$ cat config.mk
export PLATFORM = sky130hd
export DESIGN_NAME = bsg_chip_mc_link_credit_arbiter
export DESIGN_NICKNAME = d
export VERILOG_FILES = /design/src/rtl/bsg_chip_mc_link_credit_arbiter.sv
export SDC_FILE = /design/constraint.sdc
export NUM_CORES = 1
export LEC_CHECK = 0
export CAP_MARGIN = 10
export CORE_AREA = 2 2 255 257
export DETAILED_ROUTE_END_ITERATION = 8
export DIE_AREA = 0 0 257 259
export PLACE_DENSITY_LB_ADDON = 0.08
export SYNTH_ARGS = -nofsm -noshare
export SYNTH_HDL_FRONTEND = slang
export SYNTH_SLANG_ARGS = --single-unit
$ cat constraint.sdc
create_clock -name clk_i -period 5.3 [get_ports clk_i]
set_input_delay 1.06 -clock clk_i [delete_from_list [all_inputs] [get_ports clk_i]]
set_output_delay 1.06 -clock clk_i [all_outputs]
set_load 0.02 [all_outputs]
$ cat src/rtl/bsg_chip_mc_link_credit_arbiter.sv
// Round-robin, credit-flow-controlled arbiter sharing the mc fwd link, with quiesce/drain FSM.
// Optional grant/stall statistics ports: define BSG_CHIP_MC_LINK_ARB_STATS_EN.
module bsg_chip_mc_link_credit_arbiter #(
    parameter int num_req_p = 4,
    parameter int width_p   = 128,
    parameter int credits_p = 16
) (
    input  logic                           clk_i,
    input  logic                           reset_i,
    input  logic [num_req_p-1:0]           req_v_i,
    input  logic [num_req_p*width_p-1:0]   req_data_i,
    output logic [num_req_p-1:0]           req_yumi_o,
    output logic                           link_v_o,
    output logic [width_p-1:0]             link_data_o,
    input  logic                           link_token_i,
    input  logic                           quiesce_i,
    output logic                           idle_o,
    output logic                           credit_overflow_o
`ifdef BSG_CHIP_MC_LINK_ARB_STATS_EN
   ,output logic [num_req_p*16-1:0]        grant_count_o
   ,output logic [15:0]                    stall_count_o
`endif
);
    localparam int CW = $clog2(credits_p + 1);
    localparam int PW = $clog2(num_req_p);
    localparam logic [CW-1:0] CMAX = CW'(credits_p);
    localparam logic [CW-1:0] CONE = CW'(1);

    typedef enum logic [1:0] {RUN, DRAIN, IDLE} state_e;

    state_e               state_q, state_d;
    logic [CW-1:0]        cred_q, cred_d;
    logic [PW-1:0]        ptr_q, ptr_d, win;
    logic [PW:0]          idx;
    logic                 found, grant;
    logic                 link_v_q, idle_q, ovf_q, ovf_d;
    logic [width_p-1:0]   link_data_q, link_data_d;
    logic [width_p-1:0]   req_data_a [num_req_p];

    for (genvar r = 0; r < num_req_p; r++) begin : g_unpack
        assign req_data_a[r] = req_data_i[r*width_p +: width_p];
    end

    // First valid requester at or after the pointer, wrapping.
    always_comb begin
        found = 1'b0;
        win   = '0;
        idx   = '0;
        for (int i = 0; i < num_req_p; i++) begin
            idx = {1'b0, ptr_q} + (PW+1)'(i);
            if (idx >= (PW+1)'(num_req_p)) idx = idx - (PW+1)'(num_req_p);
            if (!found && req_v_i[idx[PW-1:0]]) begin
                found = 1'b1;
                win   = idx[PW-1:0];
            end
        end
    end

    assign grant      = (state_q == RUN) && !quiesce_i && (cred_q != '0) && found;
    assign req_yumi_o = grant ? (num_req_p'(1) << win) : '0;

    always_comb begin
        ptr_d       = ptr_q;
        link_data_d = link_data_q;
        if (grant) begin
            ptr_d       = (win == PW'(num_req_p - 1)) ? '0 : win + PW'(1);
            link_data_d = req_data_a[win];
        end
    end

    always_comb begin
        cred_d = cred_q;
        ovf_d  = ovf_q;
        unique case ({grant, link_token_i})
            2'b10: cred_d = cred_q - CONE;
            2'b01: begin
                if (cred_q == CMAX) ovf_d = 1'b1;
                else                cred_d = cred_q + CONE;
            end
            default: ;
        endcase
    end

    always_comb begin
        state_d = state_q;
        unique case (state_q)
            RUN:   if (quiesce_i) state_d = DRAIN;
            DRAIN: begin
                if (!quiesce_i)                          state_d = RUN;
                else if (cred_q == CMAX && !link_v_q)    state_d = IDLE;
            end
            IDLE:  if (!quiesce_i) state_d = RUN;
            default: state_d = RUN;
        endcase
    end

    always_ff @(posedge clk_i or posedge reset_i) begin
        if (reset_i) begin
            state_q     <= RUN;
            cred_q      <= CMAX;
            ptr_q       <= '0;
            link_v_q    <= 1'b0;
            link_data_q <= '0;
            idle_q      <= 1'b0;
            ovf_q       <= 1'b0;
        end else begin
            state_q     <= state_d;
            cred_q      <= cred_d;
            ptr_q       <= ptr_d;
            link_v_q    <= grant;
            link_data_q <= link_data_d;
            idle_q      <= (state_d == IDLE);
            ovf_q       <= ovf_d;
        end
    end

    assign link_v_o          = link_v_q;
    assign link_data_o       = link_data_q;
    assign idle_o            = idle_q;
    assign credit_overflow_o = ovf_q;

`ifdef BSG_CHIP_MC_LINK_ARB_STATS_EN
    logic [15:0] gcnt_q [num_req_p];
    logic [15:0] stall_q;
    logic        stall;

    assign stall = (|req_v_i) && (state_q == RUN) && (cred_q == '0);

    always_ff @(posedge clk_i or posedge reset_i) begin
        if (reset_i) begin
            for (int r = 0; r < num_req_p; r++) gcnt_q[r] <= '0;
            stall_q <= '0;
        end else begin
            for (int r = 0; r < num_req_p; r++)
                if (req_yumi_o[r] && gcnt_q[r] != 16'hFFFF) gcnt_q[r] <= gcnt_q[r] + 16'd1;
            if (stall && stall_q != 16'hFFFF) stall_q <= stall_q + 16'd1;
        end
    end

    for (genvar r = 0; r < num_req_p; r++) begin : g_pack
        assign grant_count_o[r*16 +: 16] = gcnt_q[r];
    end
    assign stall_count_o = stall_q;
`endif

endmodule

# Word-level counts from Yosys, hierarchy flattened
# Cells that the tools add are included.
# totals
in_bits	520
romBits	0
mem_bits_rw	0
wordCells	85
memories	0
latchBits	0
output_inout_bits	135
regBits	140
# classes
mul	0
shifts	1
reduce_logical	17
order_cmp	9
addsub	10
n_mux	32
n_eq_ne	8
n_div	0
bitwise_logic	1
# op_table
operator	count
$bmux 128 s2	1
$mux 128	2
$mux 2	13
$ge 3x3->1 const B	4
$lt 2x3->1 const B	4
$pmux 5 s2	1
$bmux 1 s2	4
$eq 2x2->1 const B	4
$mux 1	8
$sub 2x1->2 const B	4
$logic_and 1x1->1	7
$add 2x2->3 const B	2
$pmux 2 s3	1
$add 5x1->5 const B	1
$eq 5x5->1 const B	1
$logic_not 1->1	5
$mux 5	1
$reduce_bool 5->1	1
$sub 5x1->5 const B	1
$eq 2x1->1 const B	2
$mux 4	1
$reduce_and 2->1	2
$shl 1x2->4 const A	1
$add 2x1->3 const B	1
other kinds (6)	6

# Logic depth before layout (Yosys ltp)
# Gate-level depths: netlist (run 1).
# logic_depth
ltp_word	18
depth_mapped	10
mapped_depth_nobuf	10

# Worst setup path after synthesis (run 1)
# No wires, ideal clock.
# synth_timing
path_kind	input-to-output
startpoint	input port req_v_i[0]
endpoint	output port req_yumi_o[0]
stages	6
path_slack_ps	1716
required_ps	4240
path_buffers	2
t_arrival_ps	2524
cell_sequence	or4_1 -> o211ai_4 -> inv_2 -> buf_1 -> clkbuf_1 -> and2_1
# synth_via
elab_chain_len	14
word_cells_on_any_way	25
classes_between	1 x shift; 17 x mux; 7 x reduce/logical
# synth_lines
item	line	source
start: declaration	10	input logic [num_req_p-1:0] req_v_i,
$bmux 1 s2	52	if (!found && req_v_i[idx[PW-1:0]]) begin
$mux 1 (implied by the code)	52	
$mux 1	52	
$logic_not 1->1	52	
$logic_and 1x1->1	52	
$mux 1	52	
$logic_not 1->1	52	
$logic_and 1x1->1	52	
$mux 1	52	
$logic_not 1->1	52	
$logic_and 1x1->1	52	
$mux 1 *	52	
$logic_and 1x1->1 *	59	assign grant = (state_q == RUN) && !quiesce_i && (cred_q != '0) && found;
net grant	35	logic found, grant;
$mux 4 *	60	assign req_yumi_o = grant ? (num_req_p'(1) << win) : '0;
end: declaration	12	output logic [num_req_p-1:0] req_yumi_o,
# The timed path passes the listed nets; every way through them passes the cells marked *. The select of a mux whose other input is x is not followed.

# Final worst setup path (run 1)
# layout_timing
startpoint	input port req_v_i[0]
endpoint	output port req_yumi_o[3]
# layout_via
elab_chain_len	14
word_cells_on_any_way	25
classes_between	1 x shift; 17 x mux; 7 x reduce/logical
# layout_lines
item	line
$bmux 1 s2	52
$mux 1 (implied by the code)	52
$mux 1	52
$logic_not 1->1	52
$logic_and 1x1->1	52
$mux 1	52
$logic_not 1->1	52
$logic_and 1x1->1	52
$mux 1	52
$logic_not 1->1	52
$logic_and 1x1->1	52
$mux 2 / $mux 1 (equally long branches)	52
$shl 1x2->4 / $logic_and 1x1->1 (equally long branches)	60, 59
$mux 4 *	60
# Every way passes the cells marked *; elsewhere a longest branch is shown, timed or not. The select of a mux whose other input is x is not followed.

==> results by group, run 1 <==
Worst setup path
  – Most frequent CP cell: clkdlybuf4s50_1
  – Worst path slowest cell: clkdlybuf4s50_1
  – Critical-path maximum fanout: 4
  – R2R Setup Slk: roughly 2100 ps
  – Reg2reg start: cred_q[0]
  – Reg2reg path depth: 8
  – Element type at the critical path start: input pin
  – WP data arrival: 3500 ps
  – Buffer and inverter count on the worst path: 3
  – Worst path required time: ~4200 ps
  – Crit path max-delay family: buffers and inverters
  – CP endpoint kind: output port
  – CP peak stage delay: approximately 560 ps
  – Crit-path cells: clkdlybuf4s50_1 > nand2_1 > a311oi_1 > or2_2 > inv_1 > ha_1 > and2_1 > clkdlybuf4s50_1
  – WS Path Type: input pin to output port
  – Critical Path Start: req_v_i[0]
  – Worst reg2reg path endpoint: link_data_o[102]

Min path
  – Worst hold endpoint: credit_overflow_o
  – Worst hold path class: flop to flop
  – HP Start: credit_overflow_o
  – Min-Delay Path Depth: 1

Routing
  – # DRC: 0
  – Vias per cell: around 4.5
  – Post-Route WL: roughly 61000 µm
  – Routed via count: approximately 11000
  – Final ANT Viol Nets: 0
  – Pre-Repair DR Iteration Count: 5
  – WL/cell: roughly 24 µm
  – Initial DRC count: between 500 and 600

Synthesis
  – Seq/Total Area, Yosys: between 30% and 40%
  – Mapped Nets: about 1600
  – Syn Std Cell Area: 9360 µm²
  – Post-synthesis async set-or-reset flop share: 100%
  – Synth Instances: about 1100
  – Most used flip-flop cell after synthesis: dfrtp_1
  – Yosys cell types: 37
  – Mapped Avg Cell Area: 8.48 µm²
  – Ys Warns: 0
  – Register bit total from synthesis: 140
  – Post-synth EDFFs: 0

Final layout
  – Share of layout cells above drive strength 1: between 5 and 6%
  – # fillers: 6855
  – Synthesis-to-finish area growth: 85.1%
  – Fin nets: roughly 2200

Timing
  – Fin Setup TNS: 0 ps
  – Final setup margin: 738 ps
  – Worst-Margin Slew: about 970 ps
  – Unrepaired setup endpoints after global routing: no
  – Skew final: roughly 16 ps
  – Crit share post-route: 86.1%
  – Hold Fails Final Rpt: 0
  – Max frequency: approximately 220 MHz
  – Final setup fails: 0
  – Crit path time final: between 4000 and 5000 ps
  – Worst rel slew slack: between 30% and 40%
  – Slew Limit Fails: 0

GRT
  – Initial antenna violation count: 10
  – Total congestion overflow: 0
  – GRT Util Overall: about 18%
  – First-pass GRT wire length: approximately 86000 µm
  – Largest net degree at the start of global routing: between 100 and 150
  – Number of global-route vias before repair: around 12000

CTS
  – CTS sink cnt: 140
  – CTS resizes: 0
  – H-Tree Depth: 4
  – TritonCTS buffer count: 17
  – Clock tree buffer depth: 2
  – Root Buffer: clkbuf_16
  – Worst-Skew Late Latency: between 400 and 500 ps
  – Post-CTS Setup Bufs: 0
  – Post-CTS Hold Buffers: 0
  – CTS clk-pin slew, worst paths: ~60 ps
  – CTS tree: yes

Power and ir drop
  – Cell Pwr Density: 448 nW/µm²
  – Max VDD drop: around 0.28 mV
  – Static leakage: slightly above 6 nW
  – Pwr Total: between 7 and 8 mW

Die
  – Num rows: just over 90
  – Starting density of the core: around 15%
  – Die span in y: around 260 µm
  – Die Wd: 257 µm
  – Top-level I/O count: 655
  – Full die area: 66600 µm²
  – Core Region: 63900 µm²

Placement
  – I/O Buffers: ~650
  – Routability cong.: 0.841
  – HPWL Detailed: about 42000 µm
  – Place WS: 723 ps

Flow run
  – Reported max-cap violation count: 0

Run status
  – Run status: finished clean
logic make-up (layout without fill, tap and decap cells):
logic type | after synthesis | in the layout | share of synthesized area, %
AO/OA/AOI/OAI | 266 | 266 | 25.0
XOR/XNOR | 4 | 4 | 0.375
adder cells (fa/ha/maj) | 9 | 9 | 1.28
buffers and inverters | 135 | 712 | 5.94
flip-flops | 140 | 140 | 37.5
multiplexers | 9 | 9 | 1.00
other | 0 | 6 | 0
AND/OR/NAND/NOR | 540 | 540 | 29.0
final cells by class:
| type | instances | area (µm²) | share of cell area [%] |
|---|---|---|---|
| clock inverter | 10 | 115 | 0.665 |
| clock buffer | 22 | 464 | 2.68 |
| sequential | 140 | 3500 | 20.2 |
| tap | 855 | 1070 | 6.18 |
| inverter | 9 | 43.8 | 0.253 |
| timing repair buffer | 671 | 6770 | 39.1 |
| multi-input combinational | 828 | 5340 | 30.8 |
| antenna | 6 | 15.0 | 0.0867 |
worst max-delay path by stage:
stage | endpoint | slack, ps | cells past startpoint
CTS | req_yumi_o[3] | 720 | 8
finish | req_yumi_o[3] | 740 | 8
floorplan | cred_q[0] | 490 | 1
global placement | req_yumi_o[3] | 750 | 8
global route | req_yumi_o[3] | 590 | 8
detailed placement | req_yumi_o[3] | 720 | 8
placed cells by master (no fill, tap or decap), types with 4 or more instances in the layout:
cell type | synthesis | layout
ha_1 | 8 | 8
a311oi_1 | 101 | 101
a21oi_1 | 5 | 4
a211oi_1 | 127 | 127
and2_1 | 4 | 4
buf_4 | 1 | 9
diode_2 | 0 | 6
nor4b_1 | 127 | 127
inv_1 | 7 | 6
clkdlybuf4s50_1 | 0 | 654
dfrtp_1 | 139 | 139
nand2b_1 | 4 | 4
clkbuf_16 | 0 | 17
mux2i_1 | 6 | 6
a311oi_2 | 27 | 27
nand2_1 | 260 | 260
nor2_1 | 133 | 130
buf_12 | 0 | 8
worst register-to-register path: cells and delay by family (launching register included):
kind	cells	cell delay (ps)
DFF	1	420
AOI/OAI and AO/OA	4	1120
buffers and inverters	3	990
and+or+nand+nor	1	580
Yosys cell counts (5+ instances only):
library cell  count  area [µm²]
clkbuf_1        103         387
buf_2            12        60.1
a211oi_1        127         953
buf_1             6        22.5
inv_1             7        26.3
nand2_1         260         976
mux2i_1           6        60.1
nor4b_1         127        1110
nor2_1          133         499
a311oi_2         27         405
a21oi_1           5        25.0
ha_1              8         100
dfrtp_1         139        3480
a311oi_1        101         885
registers in the layout, indices dropped and copies added, names as in the netlist:
register,flops
credit_overflow_o,1
link_data_o,128
cred_q,5
link_v_o,1
state_q,2
ptr_q,2
idle_o,1
power breakdown:
group | internal (mW) | switching, mW
registers | 1.59 | 0.319
clock network | 0.717 | 0.585
logic | 1.94 | 2.61
through the flow:
stage	utilization [%]	hold slack [ps]	instance area (µm²)	std cells
2_1_floorplan	-	460	9360	1103
3_3_place_gp	26.2	464	16700	2503
3_5_place_dp	26.2	468	16700	2503
4_1_cts	27.1	486	17300	2535
5_1_grt	27.1	510	17300	2541
6_report	27.1	481	17300	2541
per-layer routing:
layer / GRT usage (%) / vias to the layer above / wire, µm
li1: - / 5287 / -
met1: 19.9 / 5552 / 23800
met2: 31.1 / 412 / 30900
met3: 6.08 / 61 / 4460
met4: 6.14 / 8 / 1270
met5: 0 / - / 55
Power figures use the tool's default switching activity.
==> inputs of run 2 (changes only) <==
Clock period 5.3 ns to 4.4 ns, I/O delays scaled along.
==> results by group, run 2 (same netlist as run 1, synthesis figures left out) <==
Run status
  – Run status: finished clean

GRT
  – Initial antenna violation count: 11
  – First-pass GRT wire length: ~87000 µm
  – GRT Util Overall: about 18%
  – Number of global-route vias before repair: about 12000
  – Largest net degree at the start of global routing: roughly 170
  – Total congestion overflow: 0

Routing
  – Final ANT Viol Nets: 0
  – Vias per cell: roughly 4.5
  – WL/cell: roughly 24 µm
  – Post-Route WL: about 61000 µm
  – # DRC: 0
  – Pre-Repair DR Iteration Count: 7
  – Routed via count: ~12000
  – Initial DRC count: approximately 600

Placement
  – Cell total after placement: roughly 2500
  – HPWL Detailed: around 43000 µm
  – Place WS: 283 ps
  – Routability cong.: just over 0.8
  – I/O Buffers: between 600 and 700

Final layout
  – Commonest non-fill, non-tap cells in the layout: clkdlybuf4s50_1 (654), nand2_1 (260), dfrtp_1 (139)
  – Fin nets: 2203
  – Final cell count without fillers: 2547
  – Share of layout cells above drive strength 1: 5.52%
  – Largest register FFs: about 130
  – Commonest non-fill, non-tap cell in the layout: clkdlybuf4s50_1
  – Synthesis-to-finish area growth: 86.2%

Timing
  – Unrepaired setup endpoints after global routing: no
  – Final setup fails: 0
  – Hold WS: between 400 and 500 ps
  – Worst rel slew slack: about 29%
  – Max frequency: approximately 240 MHz
  – Crit path time final: 4100 ps
  – Crit share post-route: roughly 93%
  – Worst-Margin Slew: 1060 ps
  – Skew final: approximately 19 ps
  – Hold Fails Final Rpt: 0
  – Fin Setup TNS: 0 ps
  – Final setup margin: ~300 ps
  – Slew Limit Fails: 0

Worst setup path
  – Buffer and inverter count on the worst path: 4
  – CP peak stage delay: between 500 and 600 ps
  – WP data arrival: around 3200 ps
  – Crit path max-delay family: buffers and inverters
  – Worst path required time: 3520 ps
  – Critical-path maximum fanout: 4
  – CP endpoint kind: output port
  – Most frequent CP cell: clkdlybuf4s50_1
  – Crit-path cells: clkdlybuf4s50_1 > nand2_1 > a311oi_1 > buf_4 > or2_2 > inv_1 > ha_1 > and2_1 > clkdlybuf4s50_1
  – Element type at the critical path start: input pin
  – Worst path slowest cell: clkdlybuf4s50_1
  – WS Path Type: input pin to output port

Power and ir drop
  – Comb pwr share: between 50% and 60%
  – Pwr Total: between 9 and 10 mW
  – Sw Share: 44.8%
  – Cell Pwr Density: ~540 nW/µm²
  – Clock Power Share: between 10% and 20%
  – Max VDD drop: 0.439 mV
  – Internal power: approximately 5.2 mW
  – Sw power: around 4.2 mW
  – Seq pwr share: roughly 25%
  – Static leakage: 6.10 nW

Die
  – Full die area: ~67000 µm²
  – Core Region: around 64000 µm²
  – Die span in y: around 260 µm
  – Top-level I/O count: between 600 and 700
  – Num rows: between 90 and 100
  – Die Wd: 257 µm
  – Starting density of the core: between 10% and 20%

CTS
  – CTS tree: yes
  – Post-CTS Setup Bufs: 0
  – CTS resizes: 0
  – CTS clk-pin slew, worst paths: 70 ps
  – Root Buffer: clkbuf_16
  – CTS sink cnt: 140
  – Clock tree buffer depth: 2
  – TritonCTS buffer count: 17
  – Post-CTS Hold Buffers: 0
  – H-Tree Depth: 4
  – Worst-Skew Late Latency: approximately 490 ps

Flow run
  – Reported max-cap violation count: 0

Min path
  – Worst hold path class: flop to flop
-- run 2: power by group through the flow --
stage          Clock [mW]  Combinational [mW]  Sequential, mW
6_report             1.62                5.50            2.33
5_1_grt              1.73                5.89            2.42
4_1_cts              1.69                5.59            2.34
3_5_place_dp            0                5.58            2.35
3_3_place_gp            0                5.60            2.34
2_1_floorplan           0                2.13            3.00
-- run 2: final cells by class --
type / count / area, µm²
Clock buffer: 24 / 492
Timing Repair Buffer: 678 / 6850
Tap cell: 855 / 1070
Clock inverter: 6 / 110
Inverter: 9 / 42.5
Antenna cell: 7 / 17.5
Fill cell: 6835 / 46500
Multi-Input combinational cell: 828 / 5340
Sequential cell: 140 / 3500
-- run 2: worst paths after layout --
path	startpoint	end	slack [ps]	cells past startpoint
max	req_v_i[0]	req_yumi_o[3]	300	9
min	credit_overflow_o	credit_overflow_o	480	1
max reg2reg	ptr_q[1]	link_data_o[2]	1310	7
min reg2reg	credit_overflow_o	credit_overflow_o	480	1
max in group asynchronous	reset_i	cred_q[4]	2620	3
min in group asynchronous	reset_i	link_data_o[102]	870	2
-- run 2: per-layer routing --
metal,track usage (%),wire [µm],vias to the layer above
met5,0,41,-
met4,6.02,1110,6
met3,5.92,4720,49
met2,31.7,31700,468
met1,20.0,23700,5752
li1,-,-,5293
-- run 2: through the flow --
step | utilization [%] | instance area (µm²)
final | 27.3 | 17400
after global routing | 27.3 | 17400
after CTS | 27.2 | 17400
after detailed placement | 26.3 | 16800
after global placement | 26.3 | 16800
after floorplan | - | 9360
==> inputs of run 3 (changes only) <==
Settings changed: ABC_CLOCK_PERIOD_IN_PS set to 4400, SKIP_LAST_GASP set to 1.
==> results of run 3 <==
The final DEF is identical to that of run 2; final timing and power are the same.
